### config.mk
export PLATFORM = sky130hd
export DESIGN_NAME = host_csr_file
export DESIGN_NICKNAME = d
export VERILOG_FILES = /design/src/rtl/host_csr_file.sv
export SDC_FILE = /design/constraint.sdc
export NUM_CORES = 1
export LEC_CHECK = 0
export CORE_ASPECT_RATIO = 1.5
export CORE_MARGIN = 3
export CORE_UTILIZATION = 45
export CTS_BUF_LIST = sky130_fd_sc_hd__clkbuf_16
export CTS_CLUSTER_SIZE = 14
export DETAILED_ROUTE_END_ITERATION = 8
export PLACE_DENSITY = 0.76
export SYNTH_ARGS = -nofsm -noshare
export SYNTH_HDL_FRONTEND = slang
export SYNTH_SLANG_ARGS = --single-unit
### constraint.sdc
create_clock -name clock -period 2.4 [get_ports clock]
set_input_delay 0.48 -clock clock [delete_from_list [all_inputs] [get_ports clock]]
set_output_delay 0.48 -clock clock [all_outputs]
set_load 0.01 [all_outputs]
### src/rtl/host_csr_file.sv
// host_csr_file
// Host-facing control/status register file for a TSIM accelerator. It decodes
// host MMIO reads and writes, keeps NUM_ARGS argument registers, exposes
// NUM_STATUS read-only status words, and runs a busy/done sequencer with a
// cycle counter, a sticky done flag (write-1-to-clear) and an interrupt.
//
// Ports
//   clock, reset          rising-edge clock, synchronous active-high reset
//   host_req_*            host request channel (valid, opcode 1=wr, addr, value)
//   host_req_deq          request consumed this cycle
//   host_resp_valid/bits  read response, one-cycle pulse the cycle after deq
//   launch                high while the accelerator job is running
//   finish                single-cycle job-complete pulse from the accelerator
//   irq                   done & irq_en
//   args                  argument registers, arg k at [k*W +: W]
//   status_in             status words, sampled at the read deq edge
//
// Address map (byte addresses, word aligned)
//   0x00 CTRL {irq_en, done, busy}   0x04 CYCLES   0x08 ID
//   0x0C + 4k ARG k                  0x0C + 4*NUM_ARGS + 4j STATUS j

module host_csr_arg_reg #(
    parameter int W = 32
) (
    input  logic         clock,
    input  logic         reset,
    input  logic         wr_en,
    input  logic [W-1:0] wr_data,
    output logic [W-1:0] q
);
    always_ff @(posedge clock) begin
        if (reset)      q <= '0;
        else if (wr_en) q <= wr_data;
    end
endmodule

module host_csr_file #(
    parameter int HOST_ADDR_BITS = 8,
    parameter int HOST_DATA_BITS = 32,
    parameter int NUM_ARGS       = 4,
    parameter int NUM_STATUS     = 2
) (
    input  logic                                  clock,
    input  logic                                  reset,
    input  logic                                  host_req_valid,
    input  logic                                  host_req_opcode,
    input  logic [HOST_ADDR_BITS-1:0]             host_req_addr,
    input  logic [HOST_DATA_BITS-1:0]             host_req_value,
    output logic                                  host_req_deq,
    output logic                                  host_resp_valid,
    output logic [HOST_DATA_BITS-1:0]             host_resp_bits,
    output logic                                  launch,
    input  logic                                  finish,
    output logic                                  irq,
    output logic [NUM_ARGS*HOST_DATA_BITS-1:0]    args,
    input  logic [((NUM_STATUS > 0) ? NUM_STATUS : 1)*HOST_DATA_BITS-1:0] status_in
);
    localparam int W         = HOST_DATA_BITS;
    localparam int IW        = HOST_ADDR_BITS - 2;
    localparam int ARG_BASE  = 3;
    localparam int STAT_BASE = ARG_BASE + NUM_ARGS;
    localparam logic [15:0] ID_VAL = {8'(NUM_STATUS), 8'(NUM_ARGS)};

    localparam logic [0:0] ST_IDLE = 1'b0;
    localparam logic [0:0] ST_READ = 1'b1;

    logic [0:0]                 state;
    logic                       busy, done, irq_en;
    logic [W-1:0]               cycles;
    logic [NUM_ARGS-1:0][W-1:0] arg_q;

    logic [IW-1:0] widx;
    logic          aligned, wr, rd, ctrl_wr, launch_go, fin_go;
    logic [W-1:0]  rdata;

    assign widx    = host_req_addr[HOST_ADDR_BITS-1:2];
    assign aligned = (host_req_addr[1:0] == 2'b00);

    // Nothing is consumed during reset, so a read issued alongside reset
    // never produces a response.
    assign host_req_deq = !reset && (state == ST_IDLE) && host_req_valid;
    assign wr           = host_req_deq && host_req_opcode;
    assign rd           = host_req_deq && !host_req_opcode;

    assign ctrl_wr   = wr && aligned && (widx == IW'(0));
    assign launch_go = ctrl_wr && host_req_value[0] && !busy;
    assign fin_go    = finish && busy;

    assign launch = busy;
    assign irq    = done && irq_en;
    assign args   = arg_q;

    // Read decode; unmapped or misaligned addresses return 0.
    always_comb begin
        rdata = '0;
        if (aligned) begin
            if (widx == IW'(0))      rdata[2:0] = {irq_en, done, busy};
            else if (widx == IW'(1)) rdata = cycles;
            else if (widx == IW'(2)) rdata = W'(ID_VAL);
            for (int k = 0; k < NUM_ARGS; k++)
                if (widx == IW'(ARG_BASE + k)) rdata = arg_q[k];
            for (int j = 0; j < NUM_STATUS; j++)
                if (widx == IW'(STAT_BASE + j)) rdata = status_in[j*W +: W];
        end
    end

    // Argument registers are frozen while a job runs.
    for (genvar k = 0; k < NUM_ARGS; k++) begin : g_arg
        host_csr_arg_reg #(.W(W)) u_arg (
            .clock   (clock),
            .reset   (reset),
            .wr_en   (wr && aligned && !busy && (widx == IW'(ARG_BASE + k))),
            .wr_data (host_req_value),
            .q       (arg_q[k])
        );
    end

    always_ff @(posedge clock) begin
        if (reset) begin
            state           <= ST_IDLE;
            host_resp_valid <= 1'b0;
            host_resp_bits  <= '0;
            busy            <= 1'b0;
            done            <= 1'b0;
            irq_en          <= 1'b0;
            cycles          <= '0;
        end else begin
            // rd can only be true in IDLE, so READ always falls back to IDLE.
            state           <= rd ? ST_READ : ST_IDLE;
            host_resp_valid <= rd;
            if (rd) host_resp_bits <= rdata;

            if (ctrl_wr) irq_en <= host_req_value[2];

            // launch_go needs !busy and fin_go needs busy, so they never
            // coincide; finish beats a same-cycle W1C of done.
            if (fin_go) begin
                busy <= 1'b0;
                done <= 1'b1;
            end else begin
                if (launch_go) busy <= 1'b1;
                if (launch_go || (ctrl_wr && host_req_value[1])) done <= 1'b0;
            end

            // Counts every busy cycle including the finish cycle; saturates.
            if (launch_go)
                cycles <= '0;
            else if (busy && (cycles != '1))
                cycles <= cycles + W'(1);
        end
    end
endmodule

---- Word-level counts from Yosys, hierarchy flattened ----
Index checks and enable logic that the tools add are counted.
word-level totals
  register bits after elaboration ......... 197
  output and inout port bits .............. 164
  logic and storage cells ................. 62
operators by class
  $add $sub $neg .......................... 1
  equality and inequality tests ........... 9
  mux-type cells .......................... 14
  bitwise gates (word level) .............. 1
  reduce and logical (&&, ||, !) cells .... 26
operators with widths
  operator                 number
  $mux W32                 8
  $add A32 B1 Y32 const B  1
  $ne A32 B32 Y1 const B   1
  $mux W29                 1
  $eq A6 B3 Y1 const B     4
  $logic_and A1 B1 Y1      17
  $eq A6 B2 Y1 const B     2
  $mux W10                 1
  $eq A6 B1 Y1 const B     1
  $eq A6 B4 Y1 const B     1
  $logic_not A6 Y1         1
  $reduce_or A2 Y1         2
  $logic_not A1 Y1         3
  $mux W1                  3
  $mux W3                  1
  $logic_not A2 Y1         1
  $reduce_bool A2 Y1       1
  $logic_or A1 B1 Y1       1
  $not A1 Y1               1

---- Logic depth before layout (Yosys ltp) ----
Gate-level depths: netlist (run 1).
  depth in word-level cells ............... 11
  gate-level depth with buffers ........... 9

---- Cells and area by module ----
From an unflattened synthesis (run 1), not the netlist that was laid out.
second synthesis, totals
  cells, all modules ...................... 931
  area total of the unflattened synthesis .. 9318.9 µm²
by module, submodules not included
  module            times used  cells an instance  area each (µm²)  seq. area each (µm²)
  host_csr_file     1           519                4664.5           1361.3
  host_csr_arg_reg  4           103                1163.6           640.6

---- Least setup slack after synthesis (run 1) ----
Ideal clock, no wire load.
  kind .................................... input -> register
  start point ............................. input host_req_addr[1]
  end point ............................... register g_arg[3].u_arg.q[10]
  arrival time ............................ 2.061 ns
  required time ........................... 2.268 ns
  slack ................................... 0.207 ns
  stages on the path ...................... 7
  cells stage by stage .................... or3b_2 -> or3_1 -> or3_1 -> buf_2 -> buf_6 -> nand2_1 -> a21oi_1
on the way
  longest elaborated chain between the ends .. 4
ends and longest elaborated chain
  item                               RTL line  source
  from (decl)                        47        input logic [HOST_ADDR_BITS-1:0] host_req_addr,
  $logic_not A2 Y1                   77        assign aligned = (host_req_addr[1:0] == 2'b00);
  $logic_and A1 B1 Y1 (3 in series)  112       .wr_en (wr && aligned && !busy && (widx == IW'(ARG_BASE + k))),
  to (signal assigned)               33        else if (wr_en) q <= wr_data;
  to (decl)                          29        output logic [W-1:0] q
No other way between the ends.
A chain may end at the register's enable or synchronous reset.

---- Final worst setup path (run 1) ----
  start point ............................. input host_req_addr[4]
  end point ............................... register g_arg[2].u_arg.q[9]
on the way
  longest elaborated chain between the ends .. 2
ends and longest elaborated chain
  item                  RTL line
  $eq A6 B3 Y1          112
  $logic_and A1 B1 Y1   112
  to (signal assigned)  33
  to (decl)             29
No other way between the ends.

==> impl_metrics.csv, run 1 <==
group,metric,value,unit
power_and_ir_drop,cellInternalPower,5.15,mW
die,row_count,62,
grt,grt_max_degree,133,
synth,ys_async_sr_fraction,0,%
drt,vias,10263,
synth,yosysSeqAreaShare,43.5,%
layout,seqCellArea,3920,um2
layout,nets,1550,
power_and_ir_drop,switching_power,1.56,mW
drt,wl,37.8,mm
outcome,outcome,"completed",
layout,fin_util,68.4,%
synth,synth.most_common_cell,"nand2_1",
power_and_ir_drop,vdd_drop_max,0.420,mV
synth,syn_inst,1149,
clock_tree,cts_tree,"done",
synth,ys.flop_type,"dfxtp_1",
critical_path,cp-startpoint,"host_req_addr[4]",
synth,yosys_warnings,0,
power_and_ir_drop,p_leak,4.45,nW
drt,dr.pass1.iters,6,
die,initial_core_util,46.5,%
sta,fin_crit_sh,97.3,%
sta,grt_setup_unrepaired,"no",
sta,hold_viol_final,0,
power_and_ir_drop,comb_power_share,8.1,%
placed_design,io_buffers,272,
grt,grtUsageTotal,33.5,%
critical_path,end_kind,"flop",
critical_path,worstSetupStartpointType,"primary input",
die,coreArea,19400,um2
hold_path,hold_start,"g_arg[2].u_arg.q[27]",
sta,tightest_slew,0.730,ns
synth,yosysTopAreaCell,"dfxtp_1",
die,fp.dieArea,21800,um2
synth,synth_top_area_share,43.5,%
synth,netlist_area,9030,um2
clock_tree,htreeDepth,4,
synth,synth.area.top_cells,"dfxtp_1, a21oi_1, nand2_1",
clock_tree,clkTransAtPathRegs,0.07,ns
grt,grt_pass1_wl,56.7,mm
synth,synth-seq-cells,196,
synth,synth_fp_nets,1259,
power_and_ir_drop,sw_frac_of_total,23.3,%
clock_tree,numCtsBuffers,17,
power_and_ir_drop,p_seq_share,48.5,%
placed_design,gp_congestion,0.980,
die,die_y,179,um
synth,synthTopCellsByCount,"nand2_1, a21oi_1, dfxtp_1",
critical_path,critPathArrivalTime,2.70,ns
layout,fillCellCount,1627,
power_and_ir_drop,pwr-share-clk,43.4,%
critical_path,regToRegStartpoint,"cycles[11]",
clock_tree,clockBufferDepth,2,
critical_path,reg2reg_depth,7,
grt,grt_pass1_vias,10026,
synth,synth_edf_count,0,
drt,wl_per_cell,22.1,um
critical_path,path_max_fanout,24,
sta,drv_slew,0,
layout,stdcell_area,13300,um2
drt,drtIter0Drc,1068,
critical_path,critical_path_class,"in -> reg",
clock_tree,ctsHoldBuffers,0,
sta,relSlewSlack,51.2,%
hold_path,hold_depth,2,
synth,synthDistinctLibCells,55,
die,ios,273,
clock_tree,cts.sinks,196,
power_and_ir_drop,p_per_area,506,nW/um2
die,die_w,122,um
grt,antenna_found_initial,2,
clock_tree,root_buffer,"clkbuf_16",
drt,ant_nets,0,
sta,fmax,428,MHz
sta,fin_crit,2.33,ns
flow_run,maxCapViolCount,0,
layout,multi_input_area,4700,um2
placed_design,place.detailed.hpwl,27.2,mm
drt,drc,0,
critical_path,crit_required,2.77,ns
sta,skew,0.00674,ns
synth,avgSynthCellArea,7.86,um2
clock_tree,clock_latency,0.44,ns
layout,drive_gt1_share,10.1,%
layout,area_delta_synth_final,46.9,%
placed_design,place_area,12600,um2
sta,setup_violations,0,
grt,grt_overflow_total,0,
drt,vias_per_cell,6.01,
hold_path,hp-class,"reg -> reg",
[flip-flops by register name, summed over array words and instances (netlist names)]
register         cells
cycles              32
irq_en               1
done                 1
host_resp_valid      1
g_arg.u_arg.q      128
launch               1
host_resp_bits      32
[cell usage in the layout, fill, tap and decap left out, types with 13 or more instances in the layout]
cell type        Yosys  final
dfxtp_1            196    196
buf_12               0     19
a222oi_1            17     17
buf_4                0     78
o21ai_0             34     34
nand4_1             13     13
nand2_1            282    282
mux2i_1             39     39
a21oi_1            223    223
or3_1               21     20
a22oi_1             32     32
o2bb2ai_1           26     26
clkdlybuf4s50_1      0    269
nor2_1              31     27
clkbuf_16            0     18
[cells by family after synthesis]
family	Yosys count	synth area share, %
AO/OA/AOI/OAI	381	25.2
XOR/XNOR	7	0.679
adder cells (fa/ha/maj)	1	0.139
buffers and inverters	103	5.05
flip-flops	196	43.5
multiplexers	40	4.45
AND/OR/NAND/NOR	421	21.0
[repair_timing]
action	4_1_cts	5_1_grt
pin swaps	0	1
setup endpoints to repair	7	25
buffers inserted	0	2
resized for setup	2	8
gates cloned	0	1
[cell type report]
cell class / instances / share of cell area, %
Multi-Input combinational cell: 850 / 35.4
Sequential cell: 196 / 29.6
Timing Repair Buffer: 369 / 28.0
Clock buffer: 17 / 3.21
Tap cell: 256 / 2.42
Clock inverter: 13 / 1.20
Inverter: 6 / 0.170
Antenna cell: 2 / 0.0377
[critical path, cell delays in order]
cell,delay [ns]
clkdlybuf4s50_1,0.64
nor4b_2,0.39
and3_1,0.48
and2_1,0.26
buf_12,0.22
nand2_1,0.10
a21oi_1,0.13
[worst paths after layout]
check	endpoint	slack, ns
min	g_arg[2].u_arg.q[27]	0.47
max	g_arg[2].u_arg.q[9]	0.07
min reg2reg	g_arg[2].u_arg.q[27]	0.47
max reg2reg	cycles[6]	0.30
[metrics by stage]
step                setup slack, ns  instances  hold slack (ns)  setup TNS (ns)  power, mW
global placement             -0.440       1674            0.453          -39.75       3.86
floorplan                     0.207       1149            0.467               0       3.51
finish                       0.0650       1709            0.470               0       6.71
detailed placement           -0.447       1674            0.462          -42.59       3.86
CTS                          0.0503       1704            0.471               0       6.70
global route                0.00286       1709            0.492               0       6.87
[power groups by stage]
stage               logic (mW)  clock network, mW  registers, mW
floorplan                0.182                  0           3.33
global placement         0.526                  0           3.33
detailed placement       0.526                  0           3.33
CTS                      0.530               2.92           3.25
global route             0.569               3.04           3.25
finish                   0.544               2.91           3.25
[per-layer routing]
layer / share of wire [%] / GRT usage (%) / vias to the layer above
li1: - / - / 4698
met1: 34 / 35.7 / 4811
met2: 50 / 57.0 / 584
met3: 8.7 / 8.55 / 170
met4: 7.2 / 23.4 / 0
met5: 0 / 0 / -
No activity file was read; power rests on OpenSTA's default activity.
==> inputs of run 2 (changes only) <==
--- a/config.mk
+++ b/config.mk
@@ -5,13 +5,15 @@
 export SDC_FILE = /design/constraint.sdc
 export NUM_CORES = 1
 export LEC_CHECK = 0
+export CELL_PAD_IN_SITES_DETAIL_PLACEMENT = 0
+export CELL_PAD_IN_SITES_GLOBAL_PLACEMENT = 2
 export CORE_ASPECT_RATIO = 1.5
 export CORE_MARGIN = 3
-export CORE_UTILIZATION = 45
+export CORE_UTILIZATION = 26
 export CTS_BUF_LIST = sky130_fd_sc_hd__clkbuf_16
 export CTS_CLUSTER_SIZE = 14
 export DETAILED_ROUTE_END_ITERATION = 8
-export PLACE_DENSITY = 0.76
+export PLACE_DENSITY = 0.78
 export SYNTH_ARGS = -nofsm -noshare
 export SYNTH_HDL_FRONTEND = slang
 export SYNTH_SLANG_ARGS = --single-unit
==> impl_metrics.csv, run 2 (synthesis results as in run 1) <==
group,metric,value,unit
critical_path,worstSetupStartpointType,"primary input",
clock_tree,post_cts_buffers,0,
placed_design,place.detailed.hpwl,30.7,mm
clock_tree,ctsHoldBuffers,0,
drt,drtIter0Drc,750,
die,initial_core_util,26.3,%
power_and_ir_drop,p_seq_share,47.4,%
critical_path,critPathArrivalTime,2.72,ns
clock_tree,clock_latency,0.45,ns
critical_path,cpPeakStageDelay,0.58,ns
critical_path,cp_num_buf_inv,1,
sta,fin_crit_sh,99.0,%
power_and_ir_drop,vdd_drop_max,0.463,mV
die,fp.dieArea,37000,um2
drt,wl,41.7,mm
flow_run,maxCapViolCount,0,
critical_path,end_kind,"flop",
critical_path,path_max_fanout,5,
outcome,outcome,"completed",
grt,antenna_found_initial,4,
grt,grt_max_degree,59,
critical_path,cp-startpoint,"host_req_addr[6]",
clock_tree,htreeDepth,4,
die,row_count,83,
drt,dr.pass1.iters,8,
clock_tree,cts.sinks,196,
grt,grtUsageTotal,21.9,%
sta,tightest_slew,0.669,ns
power_and_ir_drop,switching_power,1.68,mW
sta,grt_setup_unrepaired,"no",
placed_design,gp_congestion,0.826,
sta,fin_crit,2.38,ns
power_and_ir_drop,p_per_area,509,nW/um2
placed_design,io_buffers,272,
grt,grt_overflow_total,0,
sta,relSlewSlack,55.4,%
sta,fmax,421,MHz
sta,hold_viol_final,0,
layout,top_regs,"g_arg.u_arg.q (128), cycles (32), host_resp_bits (32)",
drt,drc,0,
power_and_ir_drop,cellInternalPower,5.18,mW
layout,final_common_cell,"nand2_1",
power_and_ir_drop,sw_frac_of_total,24.5,%
sta,skew,0.00755,ns
sta,setup_violations,0,
layout,fin_cells,1883,
layout,fin_util,39.4,%
critical_path,crit_slowest_cell,"clkdlybuf4s50_1",
grt,grt_pass1_wl,60.8,mm
placed_design,place_inst,1847,
drt,ant_nets,0,
power_and_ir_drop,p_leak,4.46,nW
drt,wl_per_cell,22.1,um
critical_path,regToRegStartpoint,"cycles[11]",
hold_path,hold_start,"g_arg[1].u_arg.q[19]",
critical_path,cp_common_cell,"or3_1",
sta,setup_slack,0.0231,ns
clock_tree,clkTransAtPathRegs,0.07,ns
layout,largest_reg_flops,128,
drt,vias_per_cell,5.25,
critical_path,crit_chain,"clkdlybuf4s50_1 > or3_1 > or3_1 > o22ai_1 > o21ai_0 > a221o_1",
hold_path,hp-class,"reg -> reg",
grt,grt_pass1_vias,9574,
layout,nets,1551,
critical_path,crit_family,"simple AND/OR/NAND/NOR gates",
clock_tree,clockBufferDepth,2,
die,die_w,158,um
power_and_ir_drop,comb_power_share,8.1,%
die,die_y,234,um
die,coreArea,34300,um2
critical_path,critical_path_class,"in -> reg",
die,ios,273,
clock_tree,numCtsBuffers,17,
clock_tree,cts_tree,"done",
layout,area_delta_synth_final,49.4,%
sta,drv_slew,0,
sta,holdWs,0.470,ns
layout,regMostFlops,"g_arg.u_arg.q",
layout,drive_gt1_share,10.1,%
critical_path,crit_required,2.74,ns
power_and_ir_drop,pwr-share-clk,44.5,%
power_and_ir_drop,p_total,6.86,mW
placed_design,pre_cts_ws,-0.420,ns
drt,vias,9878,
clock_tree,root_buffer,"clkbuf_16",
layout,mostFrequentLayoutCells,"nand2_1, clkdlybuf4s50_1, a21oi_1, dfxtp_1, buf_4",
[run 2: changes by cell type in the layout (fill, tap and decap cells not counted), sizes merged]
cell	before	now
buf	98	100
clkinv	6	4
diode	2	4
clkbuf	18	17
clkinvlp	2	0
inv	8	14
[run 2: worst reg2reg max path, stage by stage (launching register included)]
cell	delay, ns
dfxtp_1	0.52
nand3_1	0.18
nor4_1	0.35
buf_4	0.19
nand4_1	0.28
or3_1	0.44
a21oi_1	0.14
[run 2: cell type report]
type | count | area [um2]
Fill cell | 3509 | 20800
Multi-Input combinational cell | 850 | 4710
Sequential cell | 196 | 3920
Timing Repair Buffer | 370 | 3690
Tap cell | 425 | 532
Clock buffer | 17 | 425
Clock inverter | 15 | 180
Inverter | 6 | 22.5
Antenna cell | 4 | 10.0
[run 2: timing repair]
| item | in CTS | in global routing |
|---|---|---|
| pin swaps | 0 | 0 |
| setup endpoints to repair | 1 | 35 |
| gates resized for setup | 1 | 2 |
[run 2: worst paths after layout]
| check | slack [ns] | cells past startpoint | endpoint |
|---|---|---|---|
| setup / recovery | 0.02 | 6 | host_resp_bits[0] |
| hold / removal | 0.47 | 2 | g_arg[1].u_arg.q[19] |
| setup reg to reg | 0.24 | 6 | cycles[31] |
| hold reg to reg | 0.47 | 2 | g_arg[1].u_arg.q[19] |
[run 2: through the flow]
stage | cell area (um2) | setup TNS [ns]
after floorplan | 9030 | 0
after global placement | 12900 | -43.89
after detailed placement | 12900 | -46.69
after CTS | 13500 | 0
after global routing | 13500 | 0
final | 13500 | 0
[run 2: routing by layer]
metal	track usage (%)	up-vias	share of wire, %
met5	0	-	0
met4	9.09	0	3.6
met3	3.93	68	5.2
met2	39.7	343	52
met1	25.1	4755	39
li1	-	4712	-
[run 2: power groups by stage]
stage	Combinational, mW	Sequential (mW)	Clock (mW)
after floorplan	0.182	3.33	0
after global placement	0.557	3.33	0
after detailed placement	0.554	3.33	0
after CTS	0.557	3.25	3.11
after global routing	0.589	3.25	3.24
final	0.558	3.25	3.05
